--- config.mk ---
export PLATFORM = sky130hd
export DESIGN_NAME = can_rx_frame_seq
export DESIGN_NICKNAME = d
export VERILOG_FILES = /design/src/rtl/can_rx_frame_seq.sv
export SDC_FILE = /design/constraint.sdc
export NUM_CORES = 1
export LEC_CHECK = 0
export BUFFER_PORTS_ARGS = -buffer_cell sky130_fd_sc_hd__buf_2
export CORE_MARGIN = 4
export CORE_UTILIZATION = 25
export CTS_CLUSTER_DIAMETER = 150
export DETAILED_ROUTE_END_ITERATION = 10
export GPL_TIMING_DRIVEN = 0
export PLACE_DENSITY = 0.48
export SYNTH_ARGS = -nofsm -noshare
export SYNTH_HDL_FRONTEND = slang
export SYNTH_SLANG_ARGS = --single-unit
--- constraint.sdc ---
create_clock -name clk -period 6.5 [get_ports clk]
set_clock_uncertainty 0.1 [all_clocks]
set_input_delay 1.95 -clock clk [delete_from_list [all_inputs] [get_ports clk]]
set_output_delay 1.95 -clock clk [all_outputs]
set_load 0.02 [all_outputs]
--- src/rtl/can_rx_frame_seq.sv ---
// CAN receive frame sequencer: tracks a base-format frame per sampled bit, de-stuffs and flags errors.
// All outputs are registered one cycle after a bit sample; there is no backpressure because the bus sets the pace.
module can_rx_frame_seq (
  input  logic       clk,
  input  logic       rst,
  input  logic       reset_mode,
  input  logic       bit_start_point,
  input  logic       rx_bit,
  input  logic       remove_stuff_bit,
  output logic       bit_de_stuffing_en,
  output logic       rx_bit_valid,
  output logic       rx_bit_data,
  output logic [2:0] field,
  output logic [3:0] rx_dlc,
  output logic       frame_done,
  output logic [1:0] err
);

  typedef enum logic [2:0] {
    WAIT_IDLE = 3'd0,
    IDLE      = 3'd1,
    ARB       = 3'd2,
    CTRL      = 3'd3,
    DATA      = 3'd4,
    CRC       = 3'd5,
    TAIL      = 3'd6,
    EOF       = 3'd7
  } state_t;

  state_t     state;
  logic [6:0] bit_cnt;
  logic [6:0] data_len;
  logic [3:0] idle_cnt;
  logic       rtr;
  logic       prev_bit;
  logic [2:0] dlc_sh;
  logic [3:0] dlc_new;
  logic [6:0] len_new;
  logic       stuff_region;

  assign field = state;

  always_comb begin
    dlc_new      = {dlc_sh, rx_bit};
    len_new      = (dlc_new > 4'd8) ? 7'd64 : {dlc_new, 3'b000};
    stuff_region = (state == ARB) || (state == CTRL) || (state == DATA) || (state == CRC);
  end

  always_ff @(posedge clk or posedge rst) begin
    if (rst) begin
      state              <= WAIT_IDLE;
      bit_cnt            <= 7'd0;
      data_len           <= 7'd0;
      idle_cnt           <= 4'd0;
      rtr                <= 1'b0;
      prev_bit           <= 1'b1;
      dlc_sh             <= 3'd0;
      rx_dlc             <= 4'd0;
      bit_de_stuffing_en <= 1'b0;
      rx_bit_valid       <= 1'b0;
      rx_bit_data        <= 1'b0;
      frame_done         <= 1'b0;
      err                <= 2'b00;
    end else if (reset_mode) begin
      state              <= WAIT_IDLE;
      bit_cnt            <= 7'd0;
      data_len           <= 7'd0;
      idle_cnt           <= 4'd0;
      rtr                <= 1'b0;
      prev_bit           <= 1'b1;
      dlc_sh             <= 3'd0;
      rx_dlc             <= 4'd0;
      bit_de_stuffing_en <= 1'b0;
      rx_bit_valid       <= 1'b0;
      rx_bit_data        <= 1'b0;
      frame_done         <= 1'b0;
      err                <= 2'b00;
    end else begin
      rx_bit_valid <= 1'b0;
      frame_done   <= 1'b0;
      err          <= 2'b00;
      if (bit_start_point) begin
        prev_bit <= rx_bit;
        if (stuff_region && remove_stuff_bit) begin
          // A legal stuff bit is the complement of the bit before it.
          if (rx_bit == prev_bit) begin
            err                <= 2'b01;
            state              <= WAIT_IDLE;
            bit_cnt            <= 7'd0;
            idle_cnt           <= 4'd0;
            bit_de_stuffing_en <= 1'b0;
          end
        end else begin
          case (state)
            WAIT_IDLE: begin
              if (!rx_bit) begin
                idle_cnt <= 4'd0;
              end else if (idle_cnt == 4'd10) begin
                state    <= IDLE;
                idle_cnt <= 4'd0;
                bit_cnt  <= 7'd0;
              end else begin
                idle_cnt <= idle_cnt + 4'd1;
              end
            end
            IDLE: begin
              if (!rx_bit) begin
                state              <= ARB;
                bit_cnt            <= 7'd0;
                bit_de_stuffing_en <= 1'b1;
              end
            end
            ARB: begin
              rx_bit_valid <= 1'b1;
              rx_bit_data  <= rx_bit;
              bit_cnt      <= bit_cnt + 7'd1;
              if (bit_cnt == 7'd11) begin
                rtr     <= rx_bit;
                state   <= CTRL;
                bit_cnt <= 7'd0;
              end
            end
            CTRL: begin
              rx_bit_valid <= 1'b1;
              rx_bit_data  <= rx_bit;
              bit_cnt      <= bit_cnt + 7'd1;
              if (bit_cnt == 7'd0 && rx_bit) begin
                err                <= 2'b11;
                state              <= WAIT_IDLE;
                bit_cnt            <= 7'd0;
                idle_cnt           <= 4'd0;
                bit_de_stuffing_en <= 1'b0;
              end else if (bit_cnt >= 7'd2 && bit_cnt <= 7'd4) begin
                dlc_sh <= {dlc_sh[1:0], rx_bit};
              end else if (bit_cnt == 7'd5) begin
                rx_dlc  <= dlc_new;
                bit_cnt <= 7'd0;
                // Remote frames and DLC 0 carry no data field.
                if (rtr || len_new == 7'd0) begin
                  state <= CRC;
                end else begin
                  data_len <= len_new;
                  state    <= DATA;
                end
              end
            end
            DATA: begin
              rx_bit_valid <= 1'b1;
              rx_bit_data  <= rx_bit;
              bit_cnt      <= bit_cnt + 7'd1;
              if (bit_cnt == data_len - 7'd1) begin
                state   <= CRC;
                bit_cnt <= 7'd0;
              end
            end
            CRC: begin
              rx_bit_valid <= 1'b1;
              rx_bit_data  <= rx_bit;
              bit_cnt      <= bit_cnt + 7'd1;
              if (bit_cnt == 7'd14) begin
                state              <= TAIL;
                bit_cnt            <= 7'd0;
                bit_de_stuffing_en <= 1'b0;
              end
            end
            TAIL: begin
              bit_cnt <= bit_cnt + 7'd1;
              if ((bit_cnt == 7'd0 || bit_cnt == 7'd2) && !rx_bit) begin
                err      <= 2'b10;
                state    <= WAIT_IDLE;
                bit_cnt  <= 7'd0;
                idle_cnt <= 4'd0;
              end else if (bit_cnt == 7'd2) begin
                state   <= EOF;
                bit_cnt <= 7'd0;
              end
            end
            EOF: begin
              bit_cnt <= bit_cnt + 7'd1;
              if (!rx_bit) begin
                err      <= 2'b10;
                state    <= WAIT_IDLE;
                bit_cnt  <= 7'd0;
                idle_cnt <= 4'd0;
              end else if (bit_cnt == 7'd6) begin
                frame_done <= 1'b1;
                state      <= IDLE;
                bit_cnt    <= 7'd0;
              end
            end
          endcase
        end
      end
    end
  end

endmodule

* Yosys cells after proc, flatten, opt, wreduce, memory -nomap -nowiden *
Cells that the tools add are included.

word-level totals
  bits in registers = 36
  logic and storage cells = 190
  output and inout bits = 13
  bits of input ports = 6

operators by class
  multiplexer cells = 106
  magnitude comparators = 3
  $add $sub $neg = 3
  equality and inequality tests = 33
  reductions and logical operators = 32

operators with widths
  operator             count
  $mux 7               26
  $mux 3               23
  $mux 4               16
  $pmux 7 s8           1
  $mux 1               30
  $pmux 3 s8           1
  $ne 4x4->1 const B   5
  $reduce_and 6->1     3
  $ne 4x2->1 const B   4
  $pmux 4 s4           1
  $ne 5x5->1 const B   3
  $eq 7x3->1 const B   2
  $eq 7x4->1 const B   2
  $logic_not 7->1      2
  $reduce_bool 2->1    7
  $eq 3x3->1 const B   4
  $mux 2               6
  $reduce_and 12->1    1
  $reduce_and 5->1     2
  $ne 2x2->1 const B   4
  $add 7x1->7 const B  1
  $eq 7x2->1 const B   1
  $eq 7x7->1           1
  $ge 7x2->1 const B   1
  other kinds (22)     30

* Logic depth before layout (Yosys ltp) *
  word-level depth = 12
  depth in mapped cells = 8
  gate-level depth less buffers = 8

* Worst setup path before layout *
OpenSTA, ideal clock, no wires.

  kind = input-to-reg
  from = input port rx_bit
  to = register idle_cnt[3]
  setup slack = 2,973 ps
  required time = 6,313 ps
  stages on the path = 6
  library setup time = 87 ps
  path buffers = 1
  data arrival time = 3,341 ps
  path through = buf_2 -> o311ai_0 -> a22o_1 -> a31oi_1 -> or4_1 -> o211ai_1

on the way
  cells in the longest elaborated chain, start to end = 5

ends and longest elaborated chain
  item                  line  text
  from (decl)           8     input logic rx_bit,
  $mux 4                96    if (!rx_bit) begin
  $pmux 4 s4            94    case (state)
  $mux 4                84    if (stuff_region && remove_stuff_bit) begin
  $mux 4                82    if (bit_start_point) begin
  $mux 4                64    end else if (reset_mode) begin
  to (signal assigned)  103   idle_cnt <= idle_cnt + 4'd1;
  to (decl)             33    logic [3:0] idle_cnt;

Parallel ways exist; a longest one is shown, timed or not. The select of a mux whose other input is x is not followed.
A chain may end at the register's enable or synchronous reset.

* Worst setup path in the final report *
  from = input port rx_bit
  to = register state[0], in the netlist field[0]

on the way
  cells in the longest elaborated chain, start to end = 12

ends and longest elaborated chain
  item                  line  text
  $gt 4x4->1            45    len_new = (dlc_new > 4'd8) ? 7'd64 : {dlc_new, 3'b000};
  $mux 7                45
  $logic_not 7->1       139   if (rtr || len_new == 7'd0) begin
  $logic_or 1x1->1      139
  $mux 1                139
  $mux 3                135   end else if (bit_cnt == 7'd5) begin
  $mux 3                133   end else if (bit_cnt >= 7'd2 && bit_cnt <= 7'd4) begin
  $mux 3                127   if (bit_cnt == 7'd0 && rx_bit) begin
  $pmux 3 s8            94
  $mux 3                84
  $mux 3                82
  $mux 3                64
  to (signal assigned)  65    state <= WAIT_IDLE;
  to (signal assigned)  88    state <= WAIT_IDLE;
  to (signal assigned)  99    state <= IDLE;
  to (decl)             30    state_t state;

Parallel ways exist; a longest one is shown, timed or not. The select of a mux whose other input is x is not followed.

==> impl_results.md <==
- Nets@finish: 294
- CTS Buf Count: 5
- Num ports: 19
- Multi-input logic area: 1300 µm²
- First-pass GRT wire length: 10.21 mm
- Clock sinks: 33
- Vias in the first global route: 1958
- Critical path launch point type: input pin
- Die width: 102.9 µm
- Max-Cap Viols: 0
- Filler Cell Count: 950
- Largest net degree at the start of global routing: 34
- Root Buffer: clkbuf_8
- Crit path top cell by count: buf_2
- Worst-margin pin slew: 0.7287 ns
- Hold Fails Final Rpt: 0
- 1st-iter DRT viols: 118
- Site Rows: 34
- Synth Instances: 257
- Outcome: complete, no violations
- CP Class: in2reg
- Final setup viols: 0
- Final core utilization: 29.54%
- Post-cts sizing count: 0
- DP HPWL: 4.356 mm
- Sequential Area: 827.0 µm²
- Top FF cell, synth: dfrtp_1
- R2R Setup Slk: 3.89 ns
- Slowest stage cell, crit path: a311oi_1
- F_max: 272.0 MHz
- Area Growth Syn to Fin: 14.88%
- Max VDD drop: 0.07971 mV
- Fin crit share: 56.57%
- CTS Hold Buffers Added: 0
- Final min period: 3.677 ns
- DR WL/cell: 15.59 µm
- Post-DRT Antenna Nets: 0
- WL final: 6.082 mm
- Die Ht: 102.9 µm
- Slew margin rel.: 51.35%
- Final Max Slew Viols: 0
- Layout cell share with drive strength beyond 1: 16.31%
- Die Area: 10600 µm²
- Leakage: 1.094 nW
- Starting Density: 25.71%
- Total gr overflow: 0
- Via count: 1997
- Sequential area share after synthesis: 36.70%
- CP max FO: 10
- Asr flop ratio synth: 100.0%
- CP Capture Type: flop
- Core area: 8763 µm²
- Slowest Stage Delay on Critical Path: 0.59 ns
- Crit-path cells: buf_2 > buf_2 > nand4_1 > a31oi_1 > a211oi_2 > a311oi_1 > nor3_1 > a22o_1
- Critical path arrival: 3.75 ns
- Diodes inserted: 0
- RSZ-0062 raised after global routing: no
- Post-CTS Setup Bufs: 0
- #FFs+latches synth: 33
- CTS tree: yes
- DRC violations left: 0
- Setup TNS: 0 ns
- Mean Syn Cell Area: 8.768 µm²
- Clock Pin Slew Worst Setup and Hold Paths: 0.08 ns
- Worst EP required: 6.58 ns
- GRT Util Overall: 12.18%
- H-tree Lvls: 2
- Initial antenna violation count: 0
- Syn Std Cell Area: 2253 µm²
- Yosys cell types: 62
- Worst Hold Slack: 0.4294 ns
- EDFF count, synth: 0
- Syn_nets: 270
- Drt first pass iters: 4
- CTS max path bufs: 2
- Number of synthesis warnings: 0
- Vias per cell: 5.121
- HP Class: reg2reg
- Port Buf Inserts: 17
- Worst skew pair latency: 0.29 ns
- PwrDens: 243.7 nW/µm²
- RePlAce Congestion: 0.8359
==> sequential cells by signal (all words and copies together) (netlist names) <==
signal,cells
idle_cnt,4
bit_de_stuffing_en,1
rx_dlc,4
frame_done,1
data_len,4
bit_cnt,7
field,3
rtr,1
rx_bit_data,1
dlc_sh,3
prev_bit,1
rx_bit_valid,1
err,2
==> logic make-up after synthesis <==
| family | share of synthesized area (%) |
|---|---|
| xor+xnor | 3.109 |
| buf+inv | 5.607 |
| simple gates | 23.99 |
| mux | 3.609 |
| compound gates | 22.65 |
| flops | 36.70 |
| fa+ha+maj | 4.331 |
==> final cells by class <==
| cell class | count | area share (%) |
|---|---|---|
| Clock inverter | 3 | 1.788 |
| Inverter | 13 | 1.885 |
| Sequential cell | 33 | 31.95 |
| Clock buffer | 5 | 2.658 |
| Tap cell | 108 | 5.220 |
| Timing Repair Buffer | 17 | 3.287 |
| Buffer | 15 | 2.997 |
| Multi-Input combinational cell | 196 | 50.22 |
==> per-layer routing <==
metal	vias up	GRT usage, %	part of all wire [%]
met2	43	19.29	47
met4	0	4.482	1.1
met3	6	2.165	3.7
li1	988	-	-
met1	960	16.57	48
met5	-	0	0
==> Yosys cell counts (3+ instances only) <==
library cell	n	share of area [%]
dfrtp_1	32	36
nand2_1	27	4.5
xor2_1	4	1.6
clkbuf_1	4	0.67
xnor2_1	4	1.6
o21ai_0	9	2.0
a31oi_1	4	1.1
and3_1	4	1.1
ha_1	7	3.9
a22oi_1	3	1.0
o211ai_1	6	2.0
mux2i_1	7	3.1
inv_1	12	2.0
o31ai_1	5	1.7
nor3b_1	3	1.0
nand3_1	10	2.2
buf_2	8	1.8
nor2_1	24	4.0
a21oi_1	10	2.2
nor2b_1	7	1.9
o21bai_1	3	1.0
a22o_1	5	1.9
nand4b_1	3	1.2
a21o_1	3	1.0
nor3_1	7	1.6
==> worst paths after layout <==
kind,to,from,cells past startpoint
worst max-delay path,field[0],rx_bit,8
worst min-delay path,rx_dlc[0],rx_dlc[0],2
worst max register to register,field[0],bit_cnt[0],8
worst min register to register,rx_dlc[0],rx_dlc[0],2
max in group asynchronous,frame_done,rst,2
min in group asynchronous,rx_dlc[1],rst,2
==> power by group <==
| part | total, mW | internal [mW] | switching (mW) |
|---|---|---|---|
| registers | 0.224 | 0.216 | 0.00795 |
| clock network | 0.202 | 0.115 | 0.0870 |
| logic | 0.205 | 0.0693 | 0.135 |
==> stage by stage <==
| step | instance area [µm²] | power (mW) | std cells | worst slack (ns) |
|---|---|---|---|---|
| after floorplan | 2253 | 0.3793 | 257 | 2.973 |
| after global placement | 2474 | 0.4335 | 382 | 2.519 |
| after detailed placement | 2474 | 0.4319 | 382 | 2.538 |
| after CTS | 2589 | 0.6401 | 390 | 2.850 |
| after global routing | 2589 | 0.6766 | 390 | 2.651 |
| final | 2589 | 0.6309 | 390 | 2.823 |
==> worst max-delay path, delay by kind of cell <==
kind / cells / cell delay, ns
buffers and inverters: 2 / 0.32
AOI/OAI and AO/OA: 4 / 1.17
and+or+nand+nor: 2 / 0.30
==> cell usage in the layout, fill, tap and decap left out, types with 5 or more instances in the layout <==
cell type  instances
dfrtp_1           32
nand2_1           27
buf_2             25
nor2_1            24
inv_1             11
a21oi_1           10
nand3_1           10
o21ai_0            9
nor2b_1            7
mux2i_1            7
nor3_1             7
ha_1               7
o211ai_1           6
a22o_1             5
o31ai_1            5
clkbuf_8           5
(Power assumes the default switching activity.)
